**src/rtl/card_pkg.sv**
```systemverilog
// Shared types and constants for the card deal stage.
package card_pkg;

    typedef logic [3:0] card_t;

    localparam card_t       CARD_EMPTY = 4'd0;
    localparam int unsigned NUM_SLOTS  = 6;

    // Slot deal order; SLOT_DONE marks a fully consumed round.
    typedef enum logic [2:0] {
        SLOT_P1   = 3'd0,
        SLOT_D1   = 3'd1,
        SLOT_P2   = 3'd2,
        SLOT_D2   = 3'd3,
        SLOT_P3   = 3'd4,
        SLOT_D3   = 3'd5,
        SLOT_DONE = 3'd6
    } slot_e;

    typedef enum logic [0:0] {
        ST_IDLE_DEAL = 1'b0,
        ST_DONE      = 1'b1
    } state_e;

endpackage

```
**src/rtl/card_counter.sv**
```systemverilog
// Free-running card value counter, 1..CARD_MAX, wrapping back to 1.
// Ports: clk, resetb (sync, active-low), count (current card value).
module card_counter
    import card_pkg::*;
#(
    parameter int unsigned CARD_MAX   = 13,
    parameter int unsigned CARD_START = 1
) (
    input  logic  clk,
    input  logic  resetb,
    output card_t count
);

    // Wrap straight to 1 so the counter never shows the empty value.
    always_ff @(posedge clk) begin
        if (!resetb) begin
            count <= 4'(CARD_START);
        end else if (count == 4'(CARD_MAX)) begin
            count <= 4'(1);
        end else begin
            count <= count + 4'(1);
        end
    end

endmodule

```
**src/rtl/card_dealer.sv**
```systemverilog
// Deal stage: samples the running card counter into six slots in the
// order P1, D1, P2, D2, P3, D3.
// Ports: clk, resetb (sync, active-low); new_round, deal, skip requests;
// deal_ready, done (decoded from state); dealt (registered load pulse);
// pcard1..3 / dcard1..3 card slots (0 = empty); slot_idx next slot (6 = done).
module card_dealer
    import card_pkg::*;
#(
    parameter int unsigned CARD_MAX   = 13,
    parameter int unsigned CARD_START = 1
) (
    input  logic       clk,
    input  logic       resetb,
    input  logic       new_round,
    input  logic       deal,
    input  logic       skip,
    output logic       deal_ready,
    output logic       dealt,
    output logic       done,
    output logic [3:0] pcard1,
    output logic [3:0] pcard2,
    output logic [3:0] pcard3,
    output logic [3:0] dcard1,
    output logic [3:0] dcard2,
    output logic [3:0] dcard3,
    output logic [2:0] slot_idx
);

    card_t  count;
    state_e state_q, state_d;
    slot_e  slot_q, slot_d;
    logic   load_c;
    logic   clear_c;
    card_t  slots_q [NUM_SLOTS];
    logic   dealt_q;

    card_counter #(
        .CARD_MAX   (CARD_MAX),
        .CARD_START (CARD_START)
    ) u_counter (
        .clk    (clk),
        .resetb (resetb),
        .count  (count)
    );

    // State register.
    always_ff @(posedge clk) begin
        if (!resetb) begin
            state_q <= ST_IDLE_DEAL;
            slot_q  <= SLOT_P1;
        end else begin
            state_q <= state_d;
            slot_q  <= slot_d;
        end
    end

    // Next state: new_round wins, then deal, then skip; DONE ignores both.
    always_comb begin
        state_d = state_q;
        slot_d  = slot_q;
        load_c  = 1'b0;
        clear_c = 1'b0;
        if (new_round) begin
            clear_c = 1'b1;
            state_d = ST_IDLE_DEAL;
            slot_d  = SLOT_P1;
        end else if (state_q == ST_IDLE_DEAL && (deal || skip)) begin
            load_c = deal;
            if (slot_q == SLOT_D3) begin
                slot_d  = SLOT_DONE;
                state_d = ST_DONE;
            end else begin
                slot_d = slot_e'(slot_q + 3'd1);
            end
        end
    end

    // Slot registers and dealt pulse; a load captures the pre-edge count.
    always_ff @(posedge clk) begin
        if (!resetb) begin
            dealt_q <= 1'b0;
            for (int i = 0; i < NUM_SLOTS; i++) begin
                slots_q[i] <= CARD_EMPTY;
            end
        end else begin
            dealt_q <= load_c;
            for (int i = 0; i < NUM_SLOTS; i++) begin
                if (clear_c) begin
                    slots_q[i] <= CARD_EMPTY;
                end else if (load_c && slot_q == slot_e'(3'(i))) begin
                    slots_q[i] <= count;
                end
            end
        end
    end

    assign deal_ready = (state_q == ST_IDLE_DEAL);
    assign done       = (state_q == ST_DONE);
    assign dealt      = dealt_q;
    assign slot_idx   = slot_q;
    assign pcard1     = slots_q[0];
    assign dcard1     = slots_q[1];
    assign pcard2     = slots_q[2];
    assign dcard2     = slots_q[3];
    assign pcard3     = slots_q[4];
    assign dcard3     = slots_q[5];

endmodule

```
**config.mk**
```make
export PLATFORM = sky130hd
export DESIGN_NAME = card_dealer
export DESIGN_NICKNAME = d
export VERILOG_FILES = /design/src/rtl/card_pkg.sv /design/src/rtl/card_counter.sv /design/src/rtl/card_dealer.sv
export SDC_FILE = /design/constraint.sdc
export NUM_CORES = 1
export LEC_CHECK = 0
export ABC_AREA = 0
export BUFFER_PORTS_ARGS = -buffer_cell sky130_fd_sc_hd__buf_2
export CAP_MARGIN = 20
export CORE_ASPECT_RATIO = 1.2
export CORE_MARGIN = 2
export CORE_UTILIZATION = 40
export DETAILED_ROUTE_END_ITERATION = 7
export HOLD_SLACK_MARGIN = 0.05
export PLACE_DENSITY = 0.68
export SLEW_MARGIN = 20
export SYNTH_ARGS = -nofsm -noshare
export SYNTH_HDL_FRONTEND = slang
export SYNTH_HIERARCHICAL = 1
export SYNTH_SLANG_ARGS = --single-unit
```
**constraint.sdc**
```tcl
create_clock -name clk -period 2.5 [get_ports clk]
set_clock_uncertainty 0.15 [all_clocks]
set_input_delay 0 -clock clk [delete_from_list [all_inputs] [get_ports clk]]
set_output_delay 0 -clock clk [all_outputs]
set_load 0.02 [all_outputs]
```
==> results of run 1 <==
## registers in the layout (all words and copies together), names as in the netlist
| name | cells |
|---|---|
| slots_q | 24 |
| done | 1 |
| slot_idx | 3 |
| u_counter/count | 4 |
| dealt | 1 |
## per-stage QoR
step / total power (uW) / cell area, um^2 / utilization, % / hold slack [ns] / worst slack (ns)
2_1_floorplan: 705 / 1440 / - / -0.0638 / 0.692
3_3_place_gp: 741 / 1650 / 48.6 / 0.124 / 0.772
3_5_place_dp: 746 / 1650 / 48.6 / 0.132 / 0.658
4_1_cts: 1250 / 1820 / 53.5 / 0.380 / 0.605
5_1_grt: 1290 / 1820 / 53.5 / 0.397 / 0.477
6_report: 1240 / 1820 / 53.5 / 0.383 / 0.605
## per-layer routing
metal	global-route usage, %	wire [um]	vias to the layer above	share of wire (%)
li1	-	-	479	-
met1	15.3	1070	446	41
met2	23.7	1340	27	52
met3	5.04	135	5	5.2
met4	6.82	53	0	2.0
met5	0	0	-	0
## area by class of cell
cell class              instances  area, um^2
flip-flops and latches         33         901
repair buffers                 39         220
clock inverters                 1        30.0
multi-input cells              71         510
well taps                      37        46.3
clock buffers                   7        86.3
inverters                       6        22.5
fillers                       297        1580
## placed cells by master (no fill, tap or decap)
master and n:
clkbuf_8 6, inv_1 6, o21ai_0 2, ha_1 7, nor3_2 2, dlygate4sd3_1 5, o211ai_1 2, and4_1 2
a21oi_1 2, a21boi_1 1, o31ai_1 1, bufinv_16 1, nand2_1 2, nand4b_1 3, nand3_1 2, a211o_1 1
mux2i_1 2, and3_1 1, clkbuf_1 1, and2_1 24, a21oi_2 2, o21ai_1 1, buf_2 34, dfxtp_1 9
edfxtp_1 24, o21bai_2 1, nor2b_1 1, and2b_4 1, nor2_1 5, nand2b_1 6
## power breakdown
group	internal [uW]	switching (uW)	leakage, uW	total, uW
clock network	325	181	0.0000585	506
logic	40.4	65.3	0.000409	106
registers	611	21.8	0.000341	633
## worst register-to-register path, stage by stage, from the launching register on
cell           delay [ns]
dfxtp_1              0.40
inv_1                0.09
ha_1                 0.24
a211o_1              0.31
a21oi_2              0.11
dlygate4sd3_1        0.54
## worst paths after layout
check,slack [ns],cells past startpoint,to
setup / recovery,0.60,5,slot_idx[0]
hold / removal,0.38,3,u_counter/count[0]
setup reg to reg,0.60,5,slot_idx[0]
hold reg to reg,0.42,1,u_counter/count[0]
## cells by family (layout without fill, tap and decap cells)
group           after synthesis  after routing
compound gates               13             13
mux                           2              2
simple gates                 49             49
buf+inv                       7             53
flops                        33             33
fa+ha+maj                     7              7
==> metrics, run 1 <==
status=finished with violations; failing checks=design-rule violations; Simple-Gate Fraction of Synth Area=21.6%; Post-synth EDFFs=24; Layout Cells excl Fill=194; CP endpoint kind=flip-flop; most area-consuming cells after synthesis=edfxtp_1 50%, dfxtp_1 13%, and2_1 10%; maximum VDD drop=0.455 mV; Overflow after GRT=0; Post-Syn Instances=about 110; Yosys cell types=26; detailed placer's ending HPWL=1.93 mm; # Post-CTS Setup Buffers=0; Clock Latency Late Sink=0.28 ns; die extent in y=~70 um; Async S/R FF share, synth=0%; Post-CTS Hold Buffers=5; Seq cells post-synth=33; synth cell count leaders=24 x and2_1, 24 x edfxtp_1, 9 x dfxtp_1; Clock Path Buffers=2; CORE AREA=about 3400 um^2; Mean Syn Cell Area=13.0 um^2; Max Freq=528 MHz; adder-cell share of the synthesized area=6.09%; hold path startpoint=resetb; Ant. Diodes=0; root buffer cell=clkbuf_8; PortBufs=34; number of antenna violations at the first check in global routing=0; sequential area share after synthesis=62.6%; H-tree depth=2; # rows=23; Crit Path Category=flip-flop to flip-flop; final WL=2.60 mm; top cell type by total area after synthesis=edfxtp_1; Die Footprint=4090 um^2; share of the synthesized area in the top cell type=50.1%; DRC=2; WP buf/inv=2; DR pass1 iterations=6; Area Growth Syn to Fin=26.3%; Synth Area in XOR/XNOR=0%; worst slew pin tran=0.569 ns; Slew HR=61.6%; Initial Utilization=42.4%; RePlAce Congestion=0.812; # IOs=35; Die Width=58.8 um; wire length per cell=13.4 um; ys flop type=edfxtp_1; Post-Synthesis Net Count=approximately 120; CP max stage cell=dlygate4sd3_1; Tightest Hold Check Type=primary input to flip-flop; Final ANT Viol Nets=0; Slew Viols, Final=0; first-pass GRT wire length=4.28 mm; TritonCTS buffer count=5; largest net degree at the start of global routing=12; final hold viol count=0; All-Layer GR Usage=14.1%; crit path launch=slot_idx[1]; max_cap viols=0; largest family of logic cells by synthesized area=simple AND/OR/NAND/NOR gates; clock sink total=33; Cell Area, Synth=roughly 1400 um^2; crit-path cells=inv_1, ha_1, a211o_1, a21oi_2, dlygate4sd3_1; multiplexer share of the synthesized area=1.39%; Via Count=roughly 960; CTS tree=yes; fin crit share=roughly three quarters; vias in the first global route=927; Startpoint Class=flip-flop; DP Cell Count=between 150 and 200; Via density=4.93; critical path peak fanout=5; final setup fails=0; clock transition at the registers of the reported paths=~0.060 ns; Synth Warn #=6; kind of cell adding the most delay to the critical path=buffers and inverters; CP required=2.57 ns; share of layout cells above drive strength 1=between 20 and 30%; initial DRC count=23; compound-cell area share of the yosys netlist=6.43%; Lkg Pwr=~0.00081 uW; min Tclk post-route=1.90 ns; Fin Setup TNS=0 ns; PD cells=685 nW/um^2; R2R Path Start=slot_idx[1]; RSZ-0062 raised after global routing=no; PostCTS Resize Cnt=0; nets@finish=approximately 170; max incr delay on CP=0.54 ns; data arrival time of the worst path=a little under 2 ns
Power figures use the tool's default switching activity.
==> run 2: changes to the inputs <==
--- a/config.mk
+++ b/config.mk
@@ -13,7 +13,7 @@
 export CORE_UTILIZATION = 40
 export DETAILED_ROUTE_END_ITERATION = 7
 export HOLD_SLACK_MARGIN = 0.05
-export PLACE_DENSITY = 0.68
+export PLACE_DENSITY = 0.7
 export SLEW_MARGIN = 20
 export SYNTH_ARGS = -nofsm -noshare
 export SYNTH_HDL_FRONTEND = slang
==> constraint.sdc (replaced) <==
create_clock -name clk -period 1.54 [get_ports clk]
set_clock_uncertainty 0.15 [all_clocks]
set_input_delay 0 -clock clk [delete_from_list [all_inputs] [get_ports clk]]
set_output_delay 0 -clock clk [all_outputs]
set_load 0.02 [all_outputs]
==> run 2 against run 1 <==
Global-route usage up 0.11 points. The flow still finishes with violations (design-rule violations). Wire length up 1.7%. Core utilization grew 4.0 points. Critical endpoint is now slots_q[1][1]. Non-clock buffer count is 9 higher.
==> metrics, run 2 (same netlist as run 1, synthesis figures left out) <==
status=finished with violations; failing checks=design-rule violations; worst-case reg-to-reg path depth=5 (unchanged); largest net degree at the start of global routing=11 (-1); vias in the first global route=978 (+5.5%); H-tree depth=2 (unchanged); Clock Path Buffers=2 (unchanged); Final Cell Area=1950 um^2 (+7.5%); maximum VDD drop=0.511 mV (+12%); r2r endpoint=slots_q[1][1]; Ant. Diodes=0 (unchanged); Slew HR=75.7% (+14 points); post-route setup slack=0.00440 ns (-0.600 ns); # IOs=35 (unchanged); Slew Viols, Final=0 (unchanged); hold path startpoint=resetb; final setup fails=0 (unchanged); wire length per cell=13.0 um (-2.9%); dpl cell area=1750 um^2 (+6.1%); Final ANT Viol Nets=0 (unchanged); fin crit share=99.7% (+24 points); Max Freq=651 MHz (+23%); Filler Cell Count=282 (-5.1%); share of layout cells above drive strength 1=43.4% (+13 points); PD cells=1020 nW/um^2 (+49%); RSZ-0062 raised after global routing=yes; area of the multi-input gates=577 um^2 (+13%); RePlAce Congestion=0.694 (-15%); final WL=2.64 mm (+1.7%); Die Footprint=4090 um^2 (unchanged); Via Count=1009 (+5.4%); DRC=3 (+1); data arrival time of the worst path=1.39 ns (-0.58 ns); register area=911 um^2 (+1.1%); CP max stage cell=dfxtp_4; All-Layer GR Usage=14.2% (+0.11 points); r2r setup slk=0.004 ns (-0.60 ns); root buffer cell=clkbuf_8; hold depth=3 (unchanged); critical path peak fanout=5 (unchanged); min Tclk post-route=1.54 ns (-0.360 ns); Crit Path Category=flip-flop to flip-flop; max incr delay on CP=0.37 ns (-0.17 ns); max FFs per register=24 (unchanged); Overflow after GRT=0 (unchanged); TritonCTS buffer count=5 (unchanged); R2R Path Start=slot_idx[1]; Lkg Pwr=0.000862 uW (+6.6%); number of antenna violations at the first check in global routing=0 (unchanged); nets@finish=177 (+5.4%); initial DRC count=15 (-35%); worst slew pin tran=0.363 ns (-0.206 ns); CP endpoint kind=flip-flop; CP required=1.39 ns (-1.18 ns); max_cap viols=0 (unchanged); CTS tree=yes; CORE AREA=3400 um^2 (unchanged); commonest non-fill, non-tap cell in the layout=buf_2; final hold slack=0.102 ns (-0.281 ns); Die Width=58.8 um (unchanged); clock transition at the registers of the reported paths=0.06 ns (about the same); crit-path cells=inv_4, ha_4, nand4b_1, nor3_2, nand2b_4; # rows=23 (unchanged); DR pass1 iterations=6 (unchanged); clock sink total=33 (unchanged); Hold Path End=slots_q[1][0]; most frequent cells in the layout=34 x buf_2, 24 x edfxtp_1, 22 x and2_1; final hold viol count=0 (unchanged); detailed placer's ending HPWL=1.93 mm (-0.31%); Clock Latency Late Sink=0.28 ns (about the same); Biggest register=slots_q; Initial Utilization=42.4% (unchanged); Via density=4.97 (+0.76%); Startpoint Class=flip-flop; pre-CTS setup slack=-0.00890 ns (-0.667 ns); first-pass GRT wire length=4.37 mm (+2.2%); Tightest Hold Check Type=primary input to flip-flop; PortBufs=34 (unchanged); Area Growth Syn to Fin=35.7%; die extent in y=69.7 um (unchanged)
run 2: where the power goes:
| group | leakage, uW | internal, uW | switching, uW |
|---|---|---|---|
| logic | 0.000465 | 88.3 | 126 |
| clock network | 0.0000528 | 477 | 291 |
| registers | 0.000344 | 990 | 25.9 |
| total | 0.000862 | 1560 | 443 |
run 2: area by class of cell:
class                           instances  area share, %
Tap cell                               37           2.37
Multi-Input combinational cell         71           29.5
Clock buffer                            6           3.72
Clock inverter                          2           1.73
Inverter                                6           1.41
Timing Repair Buffer                   48           14.6
Sequential cell                        33           46.6
run 2: repair_timing:
item | in CTS | in global routing
setup buffers | 2 | 1
hold buffers | 4 | 0
setup endpoints to repair | 12 | 35
cloned | 0 | 0
gates resized for setup | 5 | 5
pin swaps | 2 | 3
endpoints found under the hold margin | 9 | 0
run 2: worst max-delay path by stage:
stage,start,to,slack [ns],depth (start not counted)
6_report,slot_idx[1],slots_q[1][1],0.004,5
5_1_grt,slot_idx[1],slots_q[1][2],-0.07,5
4_1_cts,slot_idx[1],slots_q[0][0],-0.009,5
3_5_place_dp,slot_idx[0],slots_q[0][1],-0.009,5
3_3_place_gp,slot_idx[0],slots_q[4][1],0.01,5
2_1_floorplan,slot_idx[1],slots_q[1][0],-0.0007,5
run 2: worst max-delay path: cells and delay by family (launching register included):
kind	cells	cell delay [ns]
fa+ha+maj	1	0.12
buf+inv	1	0.07
flops	1	0.37
simple gates	3	0.55
run 2: layer usage:
layer  global-route usage (%)  share of wire [%]  vias up
met1                     15.1                 40      476
met3                     4.66                5.6        5
met5                        0                  0        -
li1                         -                  -      498
met4                     6.06                1.4        0
met2                     24.8                 53       30
run 2: metrics by stage:
step            TNS, ns  total power, uW  cells  util, %
2_1_floorplan  -0.00275             1150    111        -
3_3_place_gp          0             1220    188     51.6
3_5_place_dp    -0.0543             1230    188     51.6
4_1_cts         -0.0361             2010    202     56.9
5_1_grt          -0.849             2080    203     57.5
6_report              0             2000    203     57.5
